$ cat config.mk
export PLATFORM = sky130hd
export DESIGN_NAME = topk_selector
export DESIGN_NICKNAME = d
export VERILOG_FILES = /design/src/rtl/topk_pkg.sv /design/src/rtl/topk_cell.sv /design/src/rtl/topk_selector.sv
export SDC_FILE = /design/constraint.sdc
export NUM_CORES = 1
export LEC_CHECK = 0
export ABC_AREA = 1
export BUFFER_PORTS_ARGS = -buffer_cell sky130_fd_sc_hd__buf_4
export CAP_MARGIN = 20
export CORE_MARGIN = 2
export CORE_UTILIZATION = 40
export DETAILED_ROUTE_END_ITERATION = 12
export SETUP_SLACK_MARGIN = 0.4
export SYNTH_ARGS = -nofsm -noshare
export SYNTH_HDL_FRONTEND = slang
export SYNTH_SLANG_ARGS = --single-unit
$ cat constraint.sdc
create_clock -name aclk -period 9.9 [get_ports aclk]
set_input_delay 1.98 -clock aclk [delete_from_list [all_inputs] [get_ports aclk]]
set_output_delay 1.98 -clock aclk [all_outputs]
set_load 0.02 [all_outputs]
$ cat src/rtl/topk_pkg.sv
// Shared types and helpers for the streaming top-K selector.
package topk_pkg;

  typedef enum logic {
    ACCUM = 1'b0,
    DRAIN = 1'b1
  } state_t;

  // Widest sample value the compare helper handles; callers zero-extend into it.
  localparam int CMP_W = 64;

  function automatic int entry_width(input int id_w, input int data_w);
    return id_w + data_w;
  endfunction

  // Strict ordering so equal values never displace an earlier arrival.
  function automatic logic better(input logic [CMP_W-1:0] a,
                                  input logic [CMP_W-1:0] b,
                                  input logic             select_max);
    return select_max ? (a > b) : (a < b);
  endfunction

endpackage

$ cat src/rtl/topk_cell.sv
// One rank slot of the top-K queue: either takes the candidate, takes the
// upper neighbour's contents (shift down), or holds.
module topk_cell #(
  parameter int TDATA_WIDTH = 8,
  parameter int ID_WIDTH    = 32
) (
  input  logic                   clk,
  input  logic                   rst_n,
  input  logic                   clear,
  input  logic                   insert,
  input  logic                   select_max,
  input  logic [TDATA_WIDTH-1:0] cand_value,
  input  logic [ID_WIDTH-1:0]    cand_id,
  input  logic [TDATA_WIDTH-1:0] upper_value,
  input  logic [ID_WIDTH-1:0]    upper_id,
  input  logic                   upper_valid,
  input  logic                   upper_accept,
  output logic [TDATA_WIDTH-1:0] value,
  output logic [ID_WIDTH-1:0]    id,
  output logic                   valid,
  output logic                   accept
);
  import topk_pkg::*;

  assign accept = !valid || better(CMP_W'(cand_value), CMP_W'(value), select_max);

  always_ff @(posedge clk or negedge rst_n) begin
    if (!rst_n) begin
      valid <= 1'b0;
    end else if (clear) begin
      valid <= 1'b0;
    end else if (insert) begin
      if (upper_accept)
        valid <= upper_valid;
      else if (accept)
        valid <= 1'b1;
    end
  end

  // Payload carries no reset; it is only observed when valid is set.
  always_ff @(posedge clk) begin
    if (insert && !clear) begin
      if (upper_accept) begin
        value <= upper_value;
        id    <= upper_id;
      end else if (accept) begin
        value <= cand_value;
        id    <= cand_id;
      end
    end
  end

endmodule

$ cat src/rtl/topk_selector.sv
// Streaming top-K selector: ranks each tlast-delimited frame, then drains it.
// Optional macro TOPK_SELECTOR_TUSER_EN adds m_axis_tuser (beats per frame).
module topk_selector #(
  parameter int QUEUE_SIZE  = 8,
  parameter int TDATA_WIDTH = 8,
  parameter int ID_WIDTH    = 32
) (
  input  logic                            aclk,
  input  logic                            aresetn,
  input  logic                            select_max,
  input  logic                            s_axis_tvalid,
  output logic                            s_axis_tready,
  input  logic [TDATA_WIDTH-1:0]          s_axis_tdata,
  input  logic                            s_axis_tlast,
  output logic                            m_axis_tvalid,
  input  logic                            m_axis_tready,
  output logic [ID_WIDTH+TDATA_WIDTH-1:0] m_axis_tdata,
  output logic                            m_axis_tlast
`ifdef TOPK_SELECTOR_TUSER_EN
  ,
  output logic [ID_WIDTH-1:0]             m_axis_tuser
`endif
);
  import topk_pkg::*;

  localparam int ENTRY_W = entry_width(ID_WIDTH, TDATA_WIDTH);
  localparam int PTR_W   = $clog2(QUEUE_SIZE);

  state_t                  state;
  logic [ID_WIDTH-1:0]     id_cnt;
  logic                    in_frame;
  logic                    mode_q;
  logic [PTR_W-1:0]        ptr;
  logic [PTR_W-1:0]        ptr_nxt;

  logic [TDATA_WIDTH-1:0]  val    [QUEUE_SIZE];
  logic [ID_WIDTH-1:0]     ids    [QUEUE_SIZE];
  logic [QUEUE_SIZE-1:0]   valid;
  logic [QUEUE_SIZE-1:0]   accept;
  logic [QUEUE_SIZE:0]     valid_ext;

  logic [TDATA_WIDTH-1:0]  up_val [QUEUE_SIZE];
  logic [ID_WIDTH-1:0]     up_id  [QUEUE_SIZE];
  logic [QUEUE_SIZE-1:0]   up_valid;
  logic [QUEUE_SIZE-1:0]   up_accept;

  logic                    beat;
  logic                    mode_eff;
  logic                    drain_hs;
  logic                    drain_done;
  logic [ENTRY_W-1:0]      first_entry;
  logic                    first_last;
  logic [ENTRY_W-1:0]      sel_entry;
  logic                    sel_last;
  logic                    unused_accept;

  assign beat       = s_axis_tvalid & s_axis_tready;
  // The first beat of a frame uses the live mode input; later beats the latched one.
  assign mode_eff   = in_frame ? mode_q : select_max;
  assign drain_hs   = m_axis_tvalid & m_axis_tready;
  assign drain_done = drain_hs & m_axis_tlast;
  assign ptr_nxt    = ptr + 1'b1;
  assign valid_ext  = {1'b0, valid};
  assign unused_accept = accept[QUEUE_SIZE-1];

  always_comb begin
    up_val[0]    = '0;
    up_id[0]     = '0;
    up_valid[0]  = 1'b0;
    up_accept[0] = 1'b0;
    for (int i = 1; i < QUEUE_SIZE; i++) begin
      up_val[i]    = val[i-1];
      up_id[i]     = ids[i-1];
      up_valid[i]  = valid[i-1];
      up_accept[i] = accept[i-1];
    end
  end

  for (genvar i = 0; i < QUEUE_SIZE; i++) begin : g_rank
    topk_cell #(
      .TDATA_WIDTH(TDATA_WIDTH),
      .ID_WIDTH   (ID_WIDTH)
    ) u_cell (
      .clk         (aclk),
      .rst_n       (aresetn),
      .clear       (drain_done),
      .insert      (beat),
      .select_max  (mode_eff),
      .cand_value  (s_axis_tdata),
      .cand_id     (id_cnt),
      .upper_value (up_val[i]),
      .upper_id    (up_id[i]),
      .upper_valid (up_valid[i]),
      .upper_accept(up_accept[i]),
      .value       (val[i]),
      .id          (ids[i]),
      .valid       (valid[i]),
      .accept      (accept[i])
    );
  end

  // Rank 0 and rank 1 validity as they will be after the tlast beat lands,
  // so the first result is ready in the very first drain cycle.
  assign first_entry = accept[0] ? {id_cnt, s_axis_tdata} : {ids[0], val[0]};
  assign first_last  = !(accept[0] ? valid[0] : (accept[1] | valid[1]));

  always_comb begin
    sel_entry = '0;
    sel_last  = 1'b1;
    for (int i = 0; i < QUEUE_SIZE; i++) begin
      if (ptr_nxt == PTR_W'(i)) begin
        sel_entry = {ids[i], val[i]};
        sel_last  = !valid_ext[i+1];
      end
    end
  end

  always_ff @(posedge aclk or negedge aresetn) begin
    if (!aresetn) begin
      state         <= ACCUM;
      s_axis_tready <= 1'b0;
      id_cnt        <= '0;
      in_frame      <= 1'b0;
      mode_q        <= 1'b0;
      ptr           <= '0;
      m_axis_tvalid <= 1'b0;
      m_axis_tdata  <= '0;
      m_axis_tlast  <= 1'b0;
`ifdef TOPK_SELECTOR_TUSER_EN
      m_axis_tuser  <= '0;
`endif
    end else begin
      case (state)
        ACCUM: begin
          s_axis_tready <= 1'b1;
          if (beat) begin
            id_cnt   <= id_cnt + 1'b1;
            in_frame <= 1'b1;
            if (!in_frame)
              mode_q <= select_max;
            if (s_axis_tlast) begin
              state         <= DRAIN;
              s_axis_tready <= 1'b0;
              ptr           <= '0;
              m_axis_tvalid <= 1'b1;
              m_axis_tdata  <= first_entry;
              m_axis_tlast  <= first_last;
`ifdef TOPK_SELECTOR_TUSER_EN
              m_axis_tuser  <= id_cnt + 1'b1;
`endif
            end
          end
        end
        DRAIN: begin
          if (drain_hs) begin
            if (m_axis_tlast) begin
              state         <= ACCUM;
              s_axis_tready <= 1'b1;
              id_cnt        <= '0;
              in_frame      <= 1'b0;
              ptr           <= '0;
              m_axis_tvalid <= 1'b0;
              m_axis_tdata  <= '0;
              m_axis_tlast  <= 1'b0;
            end else begin
              ptr          <= ptr_nxt;
              m_axis_tdata <= sel_entry;
              m_axis_tlast <= sel_last;
            end
          end
        end
        default: state <= ACCUM;
      endcase
    end
  end

endmodule

== Word-level counts from Yosys, hierarchy flattened ==
Index checks and enable logic that the tools add are counted.

* Register bits after elaboration: 409
* Latch bits: 0
* Bits in writable memories: 0
* Memory bits (read-only): 0
* Output and inout port bits: 43
* Word-level logic and storage cells: 246
* Memories: 0

* Add/subtract/negate cells: 2
* Multipliers: 0
* Divide/modulo/power cells: 0
* $lt $le $gt $ge: 16
* Equality and inequality tests: 11
* Shifts and indexed selects: 0
* Mux-type cells: 122
* Bitwise operators: 5
* Reduce and logical (&&, ||, !) cells: 57

{| class="wikitable"
|+ Operator list
! kind !! number
|-
| $mux 32 || 17
|-
| $mux 40 || 13
|-
| $mux 8 || 14
|-
| $pmux 40 s2 || 1
|-
| $mux 1 || 66
|-
| $gt 8x8->1 || 8
|-
| $lt 8x8->1 || 8
|-
| $pmux 32 s2 || 1
|-
| $reduce_and 2->1 || 18
|-
| $add 32x1->32 const B || 1
|-
| $reduce_bool 3->1 || 7
|-
| $reduce_bool 2->1 || 9
|-
| $eq 3x3->1 const B || 4
|-
| $mux 3 || 4
|-
| $logic_not 1->1 || 10
|-
| $pmux 1 s2 || 5
|-
| $logic_or 1x1->1 || 8
|-
| $eq 3x2->1 const B || 2
|-
| $pmux 3 s2 || 1
|-
| $reduce_and 3->1 || 2
|-
| $ne 2x1->1 const B || 2
|-
| $ne 2x2->1 const B || 2
|-
| $reduce_and 4->1 || 1
|-
| $add 3x1->3 const B || 1
|-
| other kinds (6) || 8
|}

== Longest topological paths before layout ==
* Depth after elaboration: 13
* Gate-level depth with buffers: 17

== Cells and area by module ==
Synthesis repeated with hierarchy kept, for this count alone.

* Cells, all modules: 3345
* Area, all modules: 24897.6 sq um

{| class="wikitable"
|+ Modules (own cells, without submodules)
! module !! times used !! cells each !! area an instance (sq um)
|-
| topk_cell || 8 || 223 || 2023.2
|-
| topk_selector || 1 || 1561 || 8712.1
|}

== Least setup slack after synthesis ==
OpenSTA, ideal clock, no wires.

* Kind: in2reg
* Start point: input port s_axis_tdata[0]
* End point: register g_rank[4].u_cell.id[0] (enable)
* Library setup time: 0.451 ns
* Arrival: 5.141 ns
* Setup slack: 4.309 ns
* Stages: 10
* Buffers on the path: 1
* Cells stage by stage: inv_1 ha_1 inv_1 a21oi_1 o21ai_0 nand2_1 a21oi_1 nor2_4 clkbuf_1 a21oi_1

* Cells in the longest elaborated chain, start to end: 5
* Elaborated cells between the ends (all ways): 10
* Classes of those cells: 4 x order compare; 2 x mux; 4 x reduce/logical

{| class="wikitable"
|+ Ends and longest elaborated chain
! element !! line !! text
|-
| start: declaration || topk_selector.sv:13 || <nowiki>input logic [TDATA_WIDTH-1:0] s_axis_tdata,</nowiki>
|-
| $lt 8x8->1 / $gt 8x8->1 (equally long branches) || topk_pkg.sv:20 || <nowiki>return select_max ? (a > b) : (a < b);</nowiki>
|-
| $mux 1 || topk_pkg.sv:20 ||
|-
| $logic_or 1x1->1 || topk_cell.sv:25 || <nowiki>assign accept = !valid || better(CMP_W'(cand_value), CMP_W'(value), select_max);</nowiki>
|-
| $reduce_bool 2->1 (no line) (*) || - ||
|-
| $reduce_and 2->1 (no line) (*) || - ||
|-
| end signal: assignment || topk_cell.sv:45 || <nowiki>id <= upper_id;</nowiki>
|-
| end signal: assignment || topk_cell.sv:48 || <nowiki>id <= cand_id;</nowiki>
|-
| end: declaration || topk_cell.sv:19 || <nowiki>output logic [ID_WIDTH-1:0] id,</nowiki>
|}

Mark *: on every way between the ends. The rest lies on a longest branch, timed or not.
A chain may end at the register's enable or synchronous reset.

== Final worst setup path ==
* Start point: input port s_axis_tdata[0]
* End point: register g_rank[4].u_cell.id[14] (enable)

Same word-level chain as after synthesis.

==> results.toml <==
[drt]
viasPerCell = 5.533
wl_um = 78270
dr.pass1.iters = 6
vias = 20340
final_antenna_net_count = 0
drt_first_iter_violations = 2334
drc = 0
drt-wirelength-per-cell_um = 21.29

[global_route]
grt.met2_usage = 0.4220
pin_count_of_the_biggest_net_entering_global_routing = 102
top_usage_layer = "met2"
global_route.usage.met1 = 0.3521
met3_usage = 0.04216
grt-ovfl-total = 0
initial_antenna_violation_count = 1
first_global_vias = 19410
track_usage = 0.2594
grt_first_pass_wirelength_um = 119400

[worst_setup_path]
worst_path_most_repeated_cell = "sky130_fd_sc_hd__inv_1"
critical-path-max-stage-delay_ns = 0.96
critical_path_required_ns = 10.15
crit_fanout = 81
critical_path.top_delay_family = "buffers and inverters"
cp-end-kind = "flip-flop"
crit_path_cell_trace = "buf_4 -> inv_1 -> ha_1 -> inv_1 -> a21oi_1 -> o21ai_0 -> nand2_1 -> nand3_1 -> nand3_4 -> inv_1 -> a21oi_4 -> buf_4"
cp.buffers_inverters = 5
critical_path_class = "in2reg"
critical-path-slowest-cell = "sky130_fd_sc_hd__a21oi_4"
critPathLaunchType = "input pin"
crit_arrival_ns = 5.76

[layout]
layout.cells.most_common_list = "905 x sky130_fd_sc_hd__nand2_1, 404 x sky130_fd_sc_hd__inv_1, 401 x sky130_fd_sc_hd__o21ai_0"
syn_to_final_growth_pct = 10.69
layout.nets = 2959
filler_cell_count = 5648
insertedDiodeCount = 0
fraction_of_final_layout_cells_sized_beyond_drive_strength_1 = 0.07558
utilization = 0.4490
most_common_cell_after_layout_fill_and_taps_aside = "sky130_fd_sc_hd__nand2_1"

[pwr]
ir_drop_mv = 0.1921
power.density_cell_area_nw_per_um2 = 329.0
leakage_nw = 11.61

[sta]
fin_crit_ns = 5.516
fin_worst_skew_ns = 0.01562
tightestPinTransition_ns = 1.119
final_hold_fails = 0
grt_setup_unrepaired = "no"
min_period_over_period = 0.5572
final.setup.worst_slack_ns = 4.384
totalNegativeSetupSlack_ns = 0
maxSlewViolCount = 0
relSlewSlack = 0.2524
timing.fmax_ghz = 0.1813
final_setup_vio_count = 0

[clock_tree]
cts.repair_timing.setup_buffer_count = 0
clock_sink_count = 409
cts-hold-fix-buffers = 0
htree_levels = 2
numCtsBuffers = 46
tritoncts = "yes"
clkLatencyLatePin_ns = 0.59
cts.root.buffer_cell = "sky130_fd_sc_hd__clkbuf_16"
clkSlewWorstSetupHoldPaths_ns = 0.06
post_cts_resize_count = 0
clockBufferDepth = 3

[yosys]
yosysUniqueCellTypes = 38
ys_seq_elements = 409
ys_seq_area_frac = 0.5048
yosysWarnings = 0
post_synth.cell_area_avg_um2 = 8.074
syn-instance-count = 2904
syn_nets = 2988
synthesis.area_um2 = 23450

[hold_path]
worst_hold_path_type = "reg2reg"

[floorplan]
initial_core_utilization = 0.4056
fp-row-count = 88
die_height_um = 246.1
coreArea_um2 = 57810
floorplan_die_width_um = 246.1
io_pins = 57
floorplan.die_area_um2 = 60570

[placed_design]
buffer_ports.inserted = 56
place_hpwl_um = 44890
place_congestion = 0.9281
dp_slack_ns = 3.906

[job]
cap_viol_max_count = 0

[outcome]
result_of_the_run = "finished clean"
==> worst register-to-register path, stage by stage, from the launching register on <==
cell                       delay, ns
sky130_fd_sc_hd__edfxtp_1       0.42
sky130_fd_sc_hd__inv_1          0.09
sky130_fd_sc_hd__ha_1           0.23
sky130_fd_sc_hd__a21oi_1        0.16
sky130_fd_sc_hd__o21ai_0        0.11
sky130_fd_sc_hd__nand2_1        0.09
sky130_fd_sc_hd__nand3_1        0.12
sky130_fd_sc_hd__nand3_4        0.78
sky130_fd_sc_hd__inv_1          0.34
sky130_fd_sc_hd__a21oi_4        0.96
sky130_fd_sc_hd__buf_4          0.48
==> logic make-up after synthesis <==
family          count (synthesis)  share of synthesized area
compound gates                510                     0.1112
simple gates                 1327                     0.2434
mux                             1                  0.0004269
flops                         409                     0.5048
fa+ha+maj                      70                    0.03736
buf+inv                       586                     0.1024
xor+xnor                        1                  0.0003736
==> power by group <==
| part | internal (W) | switching (W) |
|---|---|---|
| sequential | 0.00274 | 0.000374 |
| clock | 0.00101 | 0.000717 |
| combinational | 0.00103 | 0.00267 |
==> worst paths after layout <==
path,to,from,depth (start not counted),slack (ns)
max in group asynchronous,g_rank[0].u_cell.valid,aresetn,2,7.21
min reg2reg,m_axis_tdata[37],m_axis_tdata[37],2,0.48
max,g_rank[4].u_cell.id[14],s_axis_tdata[0],12,4.38
min,m_axis_tdata[37],m_axis_tdata[37],2,0.48
max reg2reg,g_rank[4].u_cell.id[14],g_rank[4].u_cell.value[3],10,5.77
min in group asynchronous,m_axis_tdata[2],aresetn,1,1.42
==> sequential cells by signal, indices dropped and copies added (netlist names), 3 cells and up <==
| name | flops |
|---|---|
| g_rank.u_cell.id | 256 |
| g_rank.u_cell.valid | 8 |
| g_rank.u_cell.value | 64 |
| id_cnt | 32 |
| m_axis_tdata | 40 |
| ptr | 3 |
==> per-stage QoR <==
stage | total power, W | hold WS [ns] | instances | instance area (um^2)
after detailed placement | 0.006756 | 0.4683 | 3590 | 24410
after global placement | 0.006686 | 0.4642 | 3590 | 24410
after CTS | 0.008501 | 0.4842 | 3674 | 25900
after floorplan | 0.005455 | 0.4261 | 2904 | 23450
after global routing | 0.009096 | 0.4996 | 3676 | 25950
final | 0.008539 | 0.4797 | 3676 | 25950
==> layer usage <==
layer | routed length, um | part of all wire | up-vias
met2 | 36230 | 0.46 | 1022
li1 | - | - | 9522
met4 | 2337 | 0.030 | 2
met3 | 7138 | 0.091 | 160
met5 | 7 | 0.000089 | -
met1 | 32550 | 0.42 | 9635
==> cell usage after synthesis, drive strengths merged <==
library cell | number | area [um^2]
a21oi | 51 | 259.0
nand2 | 915 | 3462
xnor2 | 1 | 8.760
dfrtp | 89 | 2227
o22ai | 6 | 37.54
o21a | 10 | 75.07
clkbuf | 69 | 259.0
inv | 417 | 1565
nor3 | 10 | 66.32
mux2i | 1 | 10.01
or2 | 1 | 6.260
o32ai | 1 | 8.760
ha | 70 | 875.8
buf | 100 | 576.8
nand4 | 98 | 619.3
o41ai | 1 | 8.760
o21bai | 1 | 7.510
o21ai | 440 | 2210
edfxtp | 320 | 9609
nor4 | 2 | 25.02
nor2 | 57 | 287.8
nand3 | 244 | 1241
==> final cells by class <==
| class | count | area [um^2] | share of cell area |
|---|---|---|---|
| Sequential cell | 409 | 11840 | 0.4561 |
| Multi-Input combinational cell | 1909 | 9378 | 0.3613 |
| Inverter | 417 | 1565 | 0.06031 |
| Clock buffer | 73 | 1354 | 0.05216 |
| Tap cell | 765 | 957.2 | 0.03688 |
| Timing Repair Buffer | 92 | 730.7 | 0.02815 |
| Clock inverter | 11 | 131.4 | 0.005062 |
(Power assumes the default switching activity.)
